`src/rtl/uart_pkg.sv`:
```
// Shared state encoding and default sizing for the UART transmit arbiter.
package uart_pkg;

  typedef enum logic [1:0] {
    ST_IDLE  = 2'd0,
    ST_START = 2'd1,
    ST_WAIT  = 2'd2
  } state_e;

  localparam int DEF_N_REQ       = 4;
  localparam int DEF_TIMEOUT_CYC = 16384;

endpackage

```
`src/rtl/rr_arbiter.sv`:
```
// Combinational round-robin pick: search begins one past the last grant and wraps.
module rr_arbiter #(
  parameter int N_REQ = 4
) (
  input  logic [N_REQ-1:0]         i_req,
  input  logic [$clog2(N_REQ)-1:0] i_last,
  output logic [$clog2(N_REQ)-1:0] o_grant,
  output logic                     o_valid
);

  localparam int GW = $clog2(N_REQ);

  always_comb begin
    o_grant = '0;
    o_valid = 1'b0;
    // i == N_REQ revisits the last winner, so it only wins when alone.
    for (int i = 1; i <= N_REQ; i++) begin
      automatic int idx = (int'(i_last) + i) % N_REQ;
      if (!o_valid && i_req[idx]) begin
        o_grant = GW'(idx);
        o_valid = 1'b1;
      end
    end
  end

endmodule

```
`src/rtl/uart_tx_arb.sv`:
```
// Round-robin arbiter feeding N_REQ byte sources into one UART transmitter.
// Optional WAIT watchdog enabled by defining UART_ARB_TIMEOUT_EN.
module uart_tx_arb
  import uart_pkg::*;
#(
  parameter int N_REQ       = DEF_N_REQ,
  parameter int TIMEOUT_CYC = DEF_TIMEOUT_CYC
) (
  input  logic                     clk,
  input  logic                     i_rst,
  input  logic [N_REQ-1:0]         i_req,
  input  logic [8*N_REQ-1:0]       i_data,
  output logic [N_REQ-1:0]         o_ack,
  output logic                     o_start_tx,
  output logic [7:0]               o_tx_data,
  input  logic                     i_tx_busy,
  input  logic                     i_tx_done,
  output logic                     o_busy,
  output logic [$clog2(N_REQ)-1:0] o_grant_id,
  output logic [1:0]               o_state,
  output logic                     o_timeout
);

  localparam int GW = $clog2(N_REQ);

  if (N_REQ < 2 || N_REQ > 8 || TIMEOUT_CYC < 2) begin : g_bad_cfg
    $error("uart_tx_arb: N_REQ must be 2..8 and TIMEOUT_CYC >= 2");
  end

  state_e           r_state;
  logic             r_start_tx;
  logic [N_REQ-1:0] r_ack;
  logic [7:0]       r_tx_data;
  logic [GW-1:0]    r_grant;
  logic [GW-1:0]    r_last;
  logic             r_timeout;

  logic [GW-1:0]    w_win;
  logic             w_any;
  logic [7:0]       w_data;

  rr_arbiter #(.N_REQ(N_REQ)) u_rr (
    .i_req   (i_req),
    .i_last  (r_last),
    .o_grant (w_win),
    .o_valid (w_any)
  );

  assign w_data = i_data[8*w_win +: 8];

`ifdef UART_ARB_TIMEOUT_EN
  localparam int CW = $clog2(TIMEOUT_CYC);
  logic [CW-1:0] r_cnt;
`endif

  always_ff @(posedge clk) begin
    if (i_rst) begin
      r_state    <= ST_IDLE;
      r_start_tx <= 1'b0;
      r_ack      <= '0;
      r_tx_data  <= '0;
      r_grant    <= '0;
      r_last     <= GW'(N_REQ - 1);
      r_timeout  <= 1'b0;
`ifdef UART_ARB_TIMEOUT_EN
      r_cnt      <= '0;
`endif
    end else begin
      r_start_tx <= 1'b0;
      r_ack      <= '0;
      r_timeout  <= 1'b0;
      case (r_state)
        ST_IDLE: begin
          // Start pulse and ack are registered so they coincide with START.
          if (w_any && !i_tx_busy) begin
            r_state    <= ST_START;
            r_grant    <= w_win;
            r_tx_data  <= w_data;
            r_start_tx <= 1'b1;
            r_ack      <= N_REQ'(1) << w_win;
          end
        end
        ST_START: begin
          r_state <= ST_WAIT;
`ifdef UART_ARB_TIMEOUT_EN
          r_cnt   <= '0;
`endif
        end
        ST_WAIT: begin
          if (i_tx_done) begin
            r_state <= ST_IDLE;
            r_last  <= r_grant;
          end
`ifdef UART_ARB_TIMEOUT_EN
          else if (r_cnt == CW'(TIMEOUT_CYC - 1)) begin
            r_state   <= ST_IDLE;
            r_last    <= r_grant;
            r_timeout <= 1'b1;
          end else begin
            r_cnt <= r_cnt + 1'b1;
          end
`endif
        end
        default: r_state <= ST_IDLE;
      endcase
    end
  end

  assign o_state    = r_state;
  assign o_busy     = (r_state != ST_IDLE);
  assign o_start_tx = r_start_tx;
  assign o_ack      = r_ack;
  assign o_tx_data  = r_tx_data;
  assign o_grant_id = r_grant;
  assign o_timeout  = r_timeout;

endmodule

```
`config.mk`:
```
export PLATFORM = sky130hd
export DESIGN_NAME = uart_tx_arb
export DESIGN_NICKNAME = d
export VERILOG_FILES = /design/src/rtl/uart_pkg.sv /design/src/rtl/rr_arbiter.sv /design/src/rtl/uart_tx_arb.sv
export SDC_FILE = /design/constraint.sdc
export NUM_CORES = 1
export LEC_CHECK = 0
export BUFFER_PORTS_ARGS = -buffer_cell sky130_fd_sc_hd__buf_2
export CAP_MARGIN = 20
export CORE_MARGIN = 4
export CORE_UTILIZATION = 44
export DETAILED_ROUTE_END_ITERATION = 8
export PLACE_DENSITY_LB_ADDON = 0.08
export SETUP_SLACK_MARGIN = 0.05
export SLEW_MARGIN = 15
export SYNTH_ARGS = -nofsm -noshare
export SYNTH_HDL_FRONTEND = slang
export SYNTH_HIERARCHICAL = 1
export SYNTH_SLANG_ARGS = --single-unit
```
`constraint.sdc`:
```
create_clock -name clk -period 5.1 [get_ports clk]
set_input_delay 0.255 -clock clk [delete_from_list [all_inputs] [get_ports clk]]
set_output_delay 0.255 -clock clk [all_outputs]
set_load 0.005 [all_outputs]
```
==> impl_results.md <==
* Top-area cell type share of the netlist area at 40.48%
* Critical path required time at 5.30 ns
* Endpoint class of the critical path: flip-flop
* Tmin final at 2.305 ns
* RSZ-0062 raised after global routing: false
* ANT nets after route at 0
* Worst hold path type: in2reg
* Maxcap violations at 0
* Final Util at 62.75%
* GR Overflow Total at 0
* Synth cell types at 29
* H-tree levels at 1
* Worst vdd ir at 0.1915 mV
* Finished Layout Cells at 159
* YS warnings at 6
* First-pass GRT wire length at 3298 um
* Die X at 54.21 um
* Critical path class: reg2reg
* Routability cong. at 0.6491
* Drt via density at 5.075
* Clock transition at path regs at 0.10 ns
* Vias at 807
* FF/Latch Area at 380.4 um2
* Rows at 16
* Initial Util at 46.94%
* DR iter-0 viols at 12
* Post-synth top area cell: dfxtp_1
* Crit Path Max Fanout at 13
* CTS tree: done
* Pin count of the biggest net entering global routing at 14
* I/O pin count at 59
* CP max stage delay at 0.64 ns
* Final slew viol count at 0
* Fmax at 433.8 MHz
* Crit path max-delay cell type: o221ai_2
* Cts repair resizes at 0
* Setup WS pre-CTS at 2.730 ns
* Post-CTS Setup Bufs at 0
* Final Hold Violating Endpoints at 0
* Most frequent cells in the layout: 57 x buf_2, 19 x dfxtp_1, 9 x a22o_1
* Fin crit share at 45.20%
* Multi-input gate area at 505.5 um2
* Slew headroom at 44.26%
* Num CTS Buffers at 3
* Setup Viol. Count Final at 0
* Drt total wl at 2272 um
* Placed cells at 155
* TritonRoute pass-1 iters at 4
* Core Box Area at 2002 um2
* All-Layer GR Usage at 15.92%
* Worst skew pair latency at 0.29 ns
* Hold-fix buffers, CTS at 0
* Area contributors post-synth: dfxtp_1 40%, mux4_2 12%, mux4_1 8.4%
* Worst Tran Pin Value at 0.8361 ns
* Clock Path Buffers at 2
* Skew final at 0.002527 ns
* Pwr/cell area at 248.8 nW/um2
* Post-Syn Nets at 114
* CTS sink cnt at 19
* Setup ws final at 2.795 ns
* Diode count at 0
* Yosys reg bits at 19
* Die area at 2939 um2
* CP cell instances: nand2b_1 -> a21oi_2 -> o221ai_2 -> mux4_1 -> a22o_1
* Setup TNS at 0 ns
* Final net count at 173
* Port Buffers at 57
* Leakage at 0.6477 nW
* Post-synthesis sequential area ratio at 40.48%
* Die height at 54.21 um
* Data arrival, critical path at 2.50 ns
* Root Driver: clkbuf_4
* Detailed-placement wirelength estimate at 1777 um
* Crit start category: flip-flop
* Commonest non-fill, non-tap cell in the layout: buf_2
* Wirelength per Cell at 14.29 um
* Initial antenna violation count at 0
* Number of global-route vias before repair at 760
* Syn avg cell area at 12.70 um2
* Cell area after synthesis at 939.7 um2
* FILL cells at 185
* Status: finished clean
* Layout cells sized above 1 at 56.82%
* Synth-to-layout area growth at 33.69%
* Post-route DRC at 0
* Synth Instances at 74
## metal layers
layer  track usage, %  vias up  share of wire, %
li1                 -      398                 -
met1            19.42      373                40
met2            25.90       34                50
met3            6.812        2               9.6
met4            3.734        0              0.53
met5                0        -                 0
## cells in the mapped netlist
master	n
nand2b_1	5
and2b_1	1
a21oi_1	2
o221ai_2	1
clkinv_4	1
a22o_2	1
and3_1	1
buf_8	1
mux4_2	5
a31oi_1	1
nor2_1	4
nand2b_4	1
inv_1	2
or2_2	1
a21oi_2	1
nor4b_4	1
nand3b_1	1
buf_4	1
conb_1	1
nand2_1	1
mux2i_1	4
nor3_1	1
buf_6	1
dfxtp_1	19
buf_1	1
a22o_1	9
nor3b_1	2
nor2_2	1
mux4_1	3
## registers in the layout, summed over array words and instances (netlist names)
register    count
o_tx_data       8
o_start_tx      1
o_ack           4
r_last          2
o_grant_id      2
o_state         2
## critical path, delay by kind of cell, from the launching register on
| kind | cells | cell delay (ns) |
|---|---|---|
| DFF | 1 | 0.46 |
| muxes | 1 | 0.64 |
| and+or+nand+nor | 1 | 0.17 |
| AOI/OAI and AO/OA | 3 | 0.94 |
## worst paths after layout
check             depth (start not counted)          from      endpoint  slack, ns
setup / recovery                          5     r_last[1]  o_tx_data[7]       2.79
hold / removal                            2         i_rst    o_state[1]       0.18
setup reg to reg                          5     r_last[1]  o_tx_data[7]       2.79
hold reg to reg                           1  o_tx_data[2]  o_tx_data[2]       0.48
## final cells by class
class	count	share of cell area (%)
Clock buffer	3	1.793
Clock inverter	1	0.3984
Inverter	3	1.295
Multi-Input combinational cell	48	40.24
Sequential cell	19	30.28
Tap cell	27	2.689
Timing Repair Buffer	58	23.31
## logic make-up (layout without fill, tap and decap cells)
logic type	Yosys count	count (layout)	synth area share (%)
AO/OA/AOI/OAI	15	15	13.72
other	1	1	0.3991
flip-flops	19	19	40.48
AND/OR/NAND/NOR	20	20	15.05
buffers and inverters	7	65	5.726
multiplexers	12	12	24.63
## power breakdown
| part | internal (mW) | switching (mW) | leakage (nW) | total, mW |
|---|---|---|---|---|
| registers | 0.158 | 0.00638 | 0.155 | 0.165 |
| logic | 0.0437 | 0.0301 | 0.474 | 0.0738 |
| clock network | 0.0292 | 0.0447 | 0.0177 | 0.0739 |
| total | 0.231 | 0.0812 | 0.648 | 0.313 |
## stage by stage
| stage | hold WS [ns] | area (um2) | total power [mW] |
|---|---|---|---|
| after CTS | 0.1726 | 1256 | 0.3177 |
| after global placement | 0.4512 | 1229 | 0.2403 |
| after global routing | 0.1665 | 1256 | 0.3323 |
| after detailed placement | 0.4612 | 1229 | 0.2434 |
| after floorplan | 0.3274 | 939.7 | 0.2134 |
| final | 0.1768 | 1256 | 0.3125 |
Power figures use the tool's default switching activity.
